--- config.mk ---
export PLATFORM = sky130hd
export DESIGN_NAME = cla_adder_pipe_flat
export DESIGN_NICKNAME = d
export VERILOG_FILES = /design/src/rtl/cla_pkg.sv /design/src/rtl/cla_adder_pipe_if.sv /design/src/rtl/cla_group4.sv /design/src/rtl/cla_adder_pipe.sv /design/src/flat_wrapper.sv
export SDC_FILE = /design/constraint.sdc
export NUM_CORES = 1
export LEC_CHECK = 0
export BUFFER_PORTS_ARGS = -buffer_cell sky130_fd_sc_hd__buf_4
export CAP_MARGIN = 40
export CORE_ASPECT_RATIO = 1.1
export CORE_MARGIN = 2
export CORE_UTILIZATION = 45
export CTS_BUF_LIST = sky130_fd_sc_hd__clkbuf_8
export CTS_CLUSTER_DIAMETER = 150
export DETAILED_ROUTE_END_ITERATION = 6
export PLACE_DENSITY = 0.69
export SLEW_MARGIN = 5
export SYNTH_ARGS = -nofsm -noshare
export SYNTH_HDL_FRONTEND = slang
export SYNTH_SLANG_ARGS = --single-unit
--- constraint.sdc ---
create_clock -name clk -period 6.5 [get_ports clk]
set_input_delay 1.95 -clock clk [delete_from_list [all_inputs] [get_ports clk]]
set_output_delay 1.95 -clock clk [all_outputs]
set_load 0.01 [all_outputs]
--- src/rtl/cla_pkg.sv ---
// Shared definitions for the pipelined carry-lookahead adder/subtractor.
//   GROUP_W  : bit width of one lookahead group
//   MODE_*   : encodings of the sub input
//   pg_t     : one {propagate, generate} pair
//   pg_merge : combines an upper and a lower P/G pair into the pair of the
//              span they cover together
package cla_pkg;

    localparam int GROUP_W = 4;

    localparam logic MODE_ADD = 1'b0;
    localparam logic MODE_SUB = 1'b1;

    typedef struct packed {
        logic p;
        logic g;
    } pg_t;

    function automatic pg_t pg_merge(input pg_t hi, input pg_t lo);
        pg_t r;
        r.p = hi.p & lo.p;
        r.g = hi.g | (hi.p & lo.g);
        return r;
    endfunction

endpackage

--- src/rtl/cla_adder_pipe_if.sv ---
// Operand/result handshake bundle of cla_adder_pipe.
//   Input side : in_valid, in_ready, a, b, c_in, sub
//   Output side: out_valid, out_ready, sum, c_out, ovf, zero
//   master     : the upstream/downstream agent around the adder
//   slave      : the adder itself
interface cla_adder_pipe_if #(
    parameter int WIDTH = 16
);

    logic             in_valid;
    logic             in_ready;
    logic [WIDTH-1:0] a;
    logic [WIDTH-1:0] b;
    logic             c_in;
    logic             sub;
    logic             out_valid;
    logic             out_ready;
    logic [WIDTH-1:0] sum;
    logic             c_out;
    logic             ovf;
    logic             zero;

    modport master (
        output in_valid, a, b, c_in, sub, out_ready,
        input  in_ready, out_valid, sum, c_out, ovf, zero
    );

    modport slave (
        input  in_valid, a, b, c_in, sub, out_ready,
        output in_ready, out_valid, sum, c_out, ovf, zero
    );

endinterface

--- src/rtl/cla_group4.sv ---
// Combinational 4-bit carry-lookahead group.
//   a, b  : group operand bits (b already conditioned for subtraction)
//   c_in  : carry into the group's LSB
//   s     : group sum bits
//   p, g  : group propagate / generate for the stage-level lookahead
//   c_out : carry out of the group's MSB
module cla_group4
    import cla_pkg::*;
(
    input  logic [GROUP_W-1:0] a,
    input  logic [GROUP_W-1:0] b,
    input  logic               c_in,
    output logic [GROUP_W-1:0] s,
    output logic               p,
    output logic               g,
    output logic               c_out
);

    logic [GROUP_W-1:0] pb;
    logic [GROUP_W-1:0] gb;
    logic [GROUP_W-1:0] c;
    pg_t                bit_pg [GROUP_W];
    pg_t                grp_pg;

    assign pb = a ^ b;
    assign gb = a & b;

    // Every internal carry is a flat sum of products of bit P/G and c_in.
    assign c[0] = c_in;
    assign c[1] = gb[0] | (pb[0] & c_in);
    assign c[2] = gb[1] | (pb[1] & gb[0]) | (pb[1] & pb[0] & c_in);
    assign c[3] = gb[2] | (pb[2] & gb[1]) | (pb[2] & pb[1] & gb[0])
                | (pb[2] & pb[1] & pb[0] & c_in);

    assign s = pb ^ c;

    always_comb begin
        for (int i = 0; i < GROUP_W; i++) begin
            bit_pg[i].p = pb[i];
            bit_pg[i].g = gb[i];
        end
    end

    // Balanced two-level merge tree for the group P/G.
    assign grp_pg = pg_merge(pg_merge(bit_pg[3], bit_pg[2]),
                             pg_merge(bit_pg[1], bit_pg[0]));

    assign p     = grp_pg.p;
    assign g     = grp_pg.g;
    assign c_out = grp_pg.g | (grp_pg.p & c_in);

endmodule

--- src/rtl/cla_adder_pipe.sv ---
// Pipelined WIDTH-bit carry-lookahead adder/subtractor.
//   clk, rst : clock (rising edge), asynchronous active-high reset
//   bus      : cla_adder_pipe_if slave port
//              in_valid/in_ready, a, b, c_in, sub  -> operand beat
//              out_valid/out_ready, sum, c_out, ovf, zero -> result beat
// The operation is A + B' + c' with B' = sub ? ~b : b, c' = sub ? ~c_in : c_in.
// The WIDTH/4 lookahead groups are split evenly over STAGES stages; stage k
// resolves its groups and passes carry, partial sum and operands onward.
// The whole pipe stalls as one unit whenever the output is held.
// WIDTH must be a multiple of 4 and STAGES must divide WIDTH/4.
module cla_adder_pipe
    import cla_pkg::*;
#(
    parameter int WIDTH  = 16,
    parameter int STAGES = 2
) (
    input  logic             clk,
    input  logic             rst,
    cla_adder_pipe_if.slave  bus
);

    localparam int GROUPS  = WIDTH / GROUP_W;
    localparam int GPS     = GROUPS / STAGES;
    localparam int STAGE_W = GPS * GROUP_W;

    logic adv;

    // Per-stage inputs: stage 0 from the port, stage k from register k-1.
    logic [WIDTH-1:0] a_in   [STAGES];
    logic [WIDTH-1:0] bx_in  [STAGES];
    logic [WIDTH-1:0] sum_in [STAGES];
    logic             cry_in [STAGES];
    logic             vld_in [STAGES];

    // Per-stage combinational results.
    logic [WIDTH-1:0] sum_nx [STAGES];
    logic             cry_nx [STAGES];

    // Pipeline registers at the end of each stage.
    logic             vld_q  [STAGES];
    logic [WIDTH-1:0] a_q    [STAGES];
    logic [WIDTH-1:0] bx_q   [STAGES];
    logic [WIDTH-1:0] sum_q  [STAGES];
    logic             cry_q  [STAGES];
    logic             ovf_q;
    logic             zero_q;

    // Global stall: everything moves only when the output slot is free.
    assign adv          = !vld_q[STAGES-1] || bus.out_ready;
    assign bus.in_ready = adv;

    assign bus.out_valid = vld_q[STAGES-1];
    assign bus.sum       = sum_q[STAGES-1];
    assign bus.c_out     = cry_q[STAGES-1];
    assign bus.ovf       = ovf_q;
    assign bus.zero      = zero_q;

    for (genvar k = 0; k < STAGES; k++) begin : g_stage

        localparam int BASE = k * STAGE_W;

        logic [GPS-1:0]     gp;
        logic [GPS-1:0]     gg;
        logic [GPS-1:0]     gc;
        logic [GPS-1:0]     gco;
        logic [STAGE_W-1:0] s_grp;
        logic               unused_co;

        if (k == 0) begin : g_head
            assign a_in[k]   = bus.a;
            assign bx_in[k]  = (bus.sub == MODE_SUB) ? ~bus.b : bus.b;
            assign cry_in[k] = (bus.sub == MODE_SUB) ? ~bus.c_in : bus.c_in;
            assign sum_in[k] = '0;
            assign vld_in[k] = bus.in_valid;
        end else begin : g_body
            assign a_in[k]   = a_q[k-1];
            assign bx_in[k]  = bx_q[k-1];
            assign cry_in[k] = cry_q[k-1];
            assign sum_in[k] = sum_q[k-1];
            assign vld_in[k] = vld_q[k-1];
        end

        for (genvar j = 0; j < GPS; j++) begin : g_grp
            cla_group4 u_grp (
                .a     (a_in[k][BASE + j*GROUP_W +: GROUP_W]),
                .b     (bx_in[k][BASE + j*GROUP_W +: GROUP_W]),
                .c_in  (gc[j]),
                .s     (s_grp[j*GROUP_W +: GROUP_W]),
                .p     (gp[j]),
                .g     (gg[j]),
                .c_out (gco[j])
            );
        end

        // Stage lookahead: carry into group j is the OR over i<j of
        // G[i] & P[i+1..j-1], plus c_in & P[0..j-1]; no group waits on
        // its neighbour's carry.
        always_comb begin
            logic acc;
            logic prod;
            acc   = 1'b0;
            prod  = 1'b0;
            gc    = '0;
            gc[0] = cry_in[k];
            for (int j = 1; j < GPS; j++) begin
                acc = cry_in[k];
                for (int m = 0; m < j; m++) begin
                    acc = acc & gp[m];
                end
                for (int i = 0; i < j; i++) begin
                    prod = gg[i];
                    for (int m = i + 1; m < j; m++) begin
                        prod = prod & gp[m];
                    end
                    acc = acc | prod;
                end
                gc[j] = acc;
            end
        end

        // Lower group carry-outs duplicate the lookahead carries above.
        assign unused_co = ^gco;

        always_comb begin
            sum_nx[k]                   = sum_in[k];
            sum_nx[k][BASE +: STAGE_W]  = s_grp;
        end

        assign cry_nx[k] = gco[GPS-1];

        // ---- stage k register boundary ----
        always_ff @(posedge clk or posedge rst) begin
            if (rst) begin
                vld_q[k] <= 1'b0;
                sum_q[k] <= '0;
                cry_q[k] <= 1'b0;
            end else if (adv) begin
                vld_q[k] <= vld_in[k];
                sum_q[k] <= sum_nx[k];
                cry_q[k] <= cry_nx[k];
            end
        end

        if (k < STAGES - 1) begin : g_fwd
            // Operands still needed by the groups of later stages.
            always_ff @(posedge clk or posedge rst) begin
                if (rst) begin
                    a_q[k]  <= '0;
                    bx_q[k] <= '0;
                end else if (adv) begin
                    a_q[k]  <= a_in[k];
                    bx_q[k] <= bx_in[k];
                end
            end
        end else begin : g_tail
            logic ovf_nx;
            logic zero_nx;

            // Signed overflow: operands agree in sign but the result does not.
            assign ovf_nx  = (a_in[k][WIDTH-1] == bx_in[k][WIDTH-1])
                          && (sum_nx[k][WIDTH-1] != a_in[k][WIDTH-1]);
            assign zero_nx = (sum_nx[k] == '0);

            always_ff @(posedge clk or posedge rst) begin
                if (rst) begin
                    ovf_q  <= 1'b0;
                    zero_q <= 1'b0;
                end else if (adv) begin
                    ovf_q  <= ovf_nx;
                    zero_q <= zero_nx;
                end
            end
        end

    end

endmodule

--- src/flat_wrapper.sv ---
// flat-port wrapper written by rule: the top's interface ports become plain ports
module cla_adder_pipe_flat import cla_pkg::*;
#(
    parameter int WIDTH  = 16,
    parameter int STAGES = 2
)
  (clk, rst, bus_in_valid, bus_a, bus_b, bus_c_in, bus_sub, bus_out_ready, bus_in_ready, bus_out_valid, bus_sum, bus_c_out, bus_ovf, bus_zero);
  cla_adder_pipe_if #(.WIDTH(WIDTH)) bus_i ();
  input  logic clk;
  input  logic rst;
  input wire logic [$bits(bus_i.in_valid)-1:0] bus_in_valid;
  input wire logic [$bits(bus_i.a)-1:0] bus_a;
  input wire logic [$bits(bus_i.b)-1:0] bus_b;
  input wire logic [$bits(bus_i.c_in)-1:0] bus_c_in;
  input wire logic [$bits(bus_i.sub)-1:0] bus_sub;
  input wire logic [$bits(bus_i.out_ready)-1:0] bus_out_ready;
  output wire logic [$bits(bus_i.in_ready)-1:0] bus_in_ready;
  output wire logic [$bits(bus_i.out_valid)-1:0] bus_out_valid;
  output wire logic [$bits(bus_i.sum)-1:0] bus_sum;
  output wire logic [$bits(bus_i.c_out)-1:0] bus_c_out;
  output wire logic [$bits(bus_i.ovf)-1:0] bus_ovf;
  output wire logic [$bits(bus_i.zero)-1:0] bus_zero;
  assign bus_i.in_valid = bus_in_valid;
  assign bus_i.a = bus_a;
  assign bus_i.b = bus_b;
  assign bus_i.c_in = bus_c_in;
  assign bus_i.sub = bus_sub;
  assign bus_i.out_ready = bus_out_ready;
  assign bus_in_ready = bus_i.in_ready;
  assign bus_out_valid = bus_i.out_valid;
  assign bus_sum = bus_i.sum;
  assign bus_c_out = bus_i.c_out;
  assign bus_ovf = bus_i.ovf;
  assign bus_zero = bus_i.zero;
  cla_adder_pipe #(.WIDTH(WIDTH), .STAGES(STAGES)) u_core (.clk(clk), .rst(rst), .bus(bus_i));
endmodule
==> key figures <==
Global route
  • Vias in the first global route: 1,862
  • GRT Util Overall: 17.6%
  • GR Overflow Total: 0
  • First-pass GRT wire length: 8350 um
  • Largest net degree at the start of global routing: 47
  • Initial antenna violation count: 0

STA
  • Clock period minus worst slack: 4.80 ns
  • Setup Viol. Count Final: 0
  • Clock skew: 0.0106 ns
  • Count of final max-slew check failures: 0
  • Final hold slack: 0.463 ns
  • Final Cycle Share: 73.9%
  • Worst Tran Pin Value: 0.732 ns
  • Max_slew headroom: 51.2%
  • Setup TNS: 0 ns
  • Final hold vios: 0
  • F_max: 208 MHz
  • RSZ-0062 raised after global routing: no

Power
  • Pwr dens: 310 nW/um^2
  • VDD IR max: 0.115 mV
  • Total chip power: 0.000970 W
  • Pleak: 1.53 nW

Worst setup path
  • Crit-path max FO: 46
  • Cell mode on critical path: buf_4
  • Critical path endpoint category: primary output
  • Crit path arrival time: 2.85 ns
  • Crit path max-delay family: buffers and inverters
  • Worst Setup Start Kind: input port
  • CP Data Required Time: 4.55 ns
  • CP Cell Sequence: buf_4 -> nor2b_2 -> inv_2 -> buf_4
  • Worst Setup Path Type: in2out
  • Crit-path max cell delay: 0.53 ns
  • Slowest cell on crit path: inv_2
  • Buf/Inv on CP: 3

Place
  • Detail Placement HPWL: 3660 um
  • Placed insts: 386
  • IO buf count: 58
  • GP Congestion: 0.819

Detailed routing
  • Via density: 4.74
  • Routed WL: 4730 um
  • DRC: 0
  • DR pass1 iterations: 4
  • ANT nets after route: 0
  • Vias: 1,868
  • Wire per inst: 12.0 um
  • Initial DRC Count: 98

Yosys
  • Simple-gate share of the synthesized area: 16.3%
  • Largest family of logic cells by synthesized area: simple AND/OR/NAND/NOR gates
  • Post-synthesis xor/xnor area fraction: 10.6%
  • Yosys cell types: 38
  • Post-Synth Adder-Cell Area: 11.1%
  • Synth top area share: 45.5%
  • Synth Area per Inst: 9.65 sq um
  • Syn. warnings: 0
  • Cell area after synthesis: 2530 sq um
  • Syn Inst Count: 262
  • Multiplexer share of the synthesized area: 0.891%
  • Complex-gate fraction of the synthesized area: 12.3%
  • Post-Syn Nets: 320
  • Sequential-to-total area share from yosys stat: 45.5%
  • Flops & latches, synth: 46
  • Top cells by area, synth: dfrtp_1 (46%), nand2_1 (11%), ha_1 (7.9%)
  • Synth area leader: dfrtp_1

Cells and area
  • Layout area overhead: 23.8%
  • Final cell count without fillers: 394
  • Final core utilization: 58.0%
  • Nets: 376
  • Ratio of cells with drive above 1 in the final layout: 25.4%
  • ANT cells: 0

Clock network
  • Total CTS buffers: 5
  • Clock sinks: 46
  • Clock Path Buffers: 2
  • CTS Hold Buffers Added: 0
  • CTS root buf: clkbuf_8
  • Clk slew on worst S/H paths: 0.07 ns
  • CTS HTree Levels: 2
  • Skew-Pair Late Insertion Delay: 0.30 ns
  • # Post-CTS Setup Buffers: 0
  • CTS tree: built
  • Post-cts resize count: 0

Floorplanning
  • Die width: 75.5 um
  • Std-Cell Core Area: 5400 sq um
  • Core Rows: 28
  • Die H: 82.6 um
  • Starting Density: 46.8%
  • IO Count: 59
  • Die ar.: 6230 sq um

Hold path
  • HP Class: reg2reg

Run status
  • Status: complete, no violations

Job
  • MaxCap Viol Count: 0
power by group:
part / total [W] / internal, W / switching (W)
registers: 0.000419 / 0.000366 / 0.0000525
clock network: 0.000175 / 0.0000843 / 0.0000908
logic: 0.000376 / 0.000187 / 0.000190
sequential cells by signal (all words and copies together), names as in the netlist, 8 cells and up:
name / flops
u_core.bx_in: 8
u_core.bus.sum: 16
u_core.sum_in: 8
u_core.a_in: 8
worst register-to-register path, cell delays in order, from the launching register on:
cell      delay, ns
dfrtp_1        0.42
ha_1           0.32
a211oi_2       0.27
nor3b_2        0.11
o21ai_4        0.20
or2b_1         0.28
fa_1           0.44
xnor2_1        0.26
nand4_1        0.15
nor2_1         0.11
nand2_1        0.07
o41ai_2        0.20
synthesized netlist by cell type:
| cell | count |
|---|---|
| a2111oi_4 | 1 |
| a211o_1 | 1 |
| a211oi_2 | 1 |
| a21boi_1 | 2 |
| a21o_1 | 1 |
| a21oi_1 | 17 |
| a21oi_2 | 1 |
| a21oi_4 | 1 |
| a31oi_1 | 1 |
| buf_1 | 4 |
| buf_2 | 1 |
| buf_6 | 1 |
| clkbuf_1 | 5 |
| dfrtp_1 | 46 |
| fa_1 | 4 |
| ha_1 | 16 |
| inv_1 | 7 |
| inv_2 | 1 |
| mux2_2 | 2 |
| nand2_1 | 75 |
| nand2b_1 | 2 |
| nand4_1 | 1 |
| nor2_1 | 17 |
| nor2b_1 | 1 |
| nor3_1 | 2 |
| nor3b_2 | 1 |
| nor4_1 | 2 |
| o21a_1 | 2 |
| o21ai_0 | 11 |
| o21ai_1 | 1 |
| o21ai_4 | 1 |
| o31a_1 | 1 |
| o31ai_1 | 1 |
| o41ai_2 | 1 |
| or2b_1 | 1 |
| xnor2_1 | 14 |
| xor2_1 | 13 |
| xor2_2 | 2 |
cell families (layout without fill, tap and decap cells):
| kind of cell | after synthesis | count (layout) |
|---|---|---|
| and+or+nand+nor | 102 | 102 |
| DFF | 46 | 46 |
| AOI/OAI and AO/OA | 44 | 44 |
| xor gates and xnor gates | 29 | 29 |
| adders and majority gates | 20 | 20 |
| buffers and inverters | 19 | 76 |
| muxes | 2 | 2 |
path summary, 6_finish.rpt:
kind / start / end / slack (ns) / depth (start not counted)
worst min-delay path: u_core.vld_in[0] / u_core.bus.out_valid / 0.46 / 1
max in group asynchronous: rst / u_core.bus.sum[11] / 4.40 / 3
worst max-delay path: bus_out_ready / bus_in_ready / 1.70 / 4
min in group asynchronous: rst / u_core.a_in[13] / 1.63 / 2
worst max register to register: u_core.bx_in[8] / u_core.bus.zero / 3.56 / 11
worst min register to register: u_core.vld_in[0] / u_core.bus.out_valid / 0.46 / 1
final cells by class:
class	instances	area, sq um
tap	75	93.8
sequential	46	1150
inverter	8	30.0
clock inverter	2	8.76
timing repair buffer	60	463
multi-input combinational	197	1300
clock buffer	6	82.6
fill	527	2270
placed cells by master, fill, tap and decap left out, types with 2 or more instances in the layout:
master / Yosys / layout
nand2_1: 75 / 75
buf_4: 0 / 59
dfrtp_1: 46 / 46
nor2_1: 17 / 17
a21oi_1: 17 / 17
ha_1: 16 / 16
xnor2_1: 14 / 14
xor2_1: 13 / 13
o21ai_0: 11 / 11
inv_1: 7 / 7
clkbuf_8: 0 / 6
fa_1: 4 / 4
inv_2: 1 / 2
xor2_2: 2 / 2
o21a_1: 2 / 2
nor3_1: 2 / 2
nand2b_1: 2 / 2
mux2_2: 2 / 2
a21boi_1: 2 / 2
nor4_1: 2 / 2
metrics by stage:
stage               setup slack (ns)  cell area, sq um
floorplan                       1.96              2530
global placement                1.69              3020
detailed placement              1.70              3040
CTS                             1.70              3130
global route                    1.62              3130
finish                          1.70              3130
per-layer routing:
metal	global-route usage, %	share of wire, %
met1	23.4	46
met4	6.84	1.8
met2	28.4	48
met5	0	0
met3	3.16	4.0
Note: power is estimated with default switching activity, not from simulation.
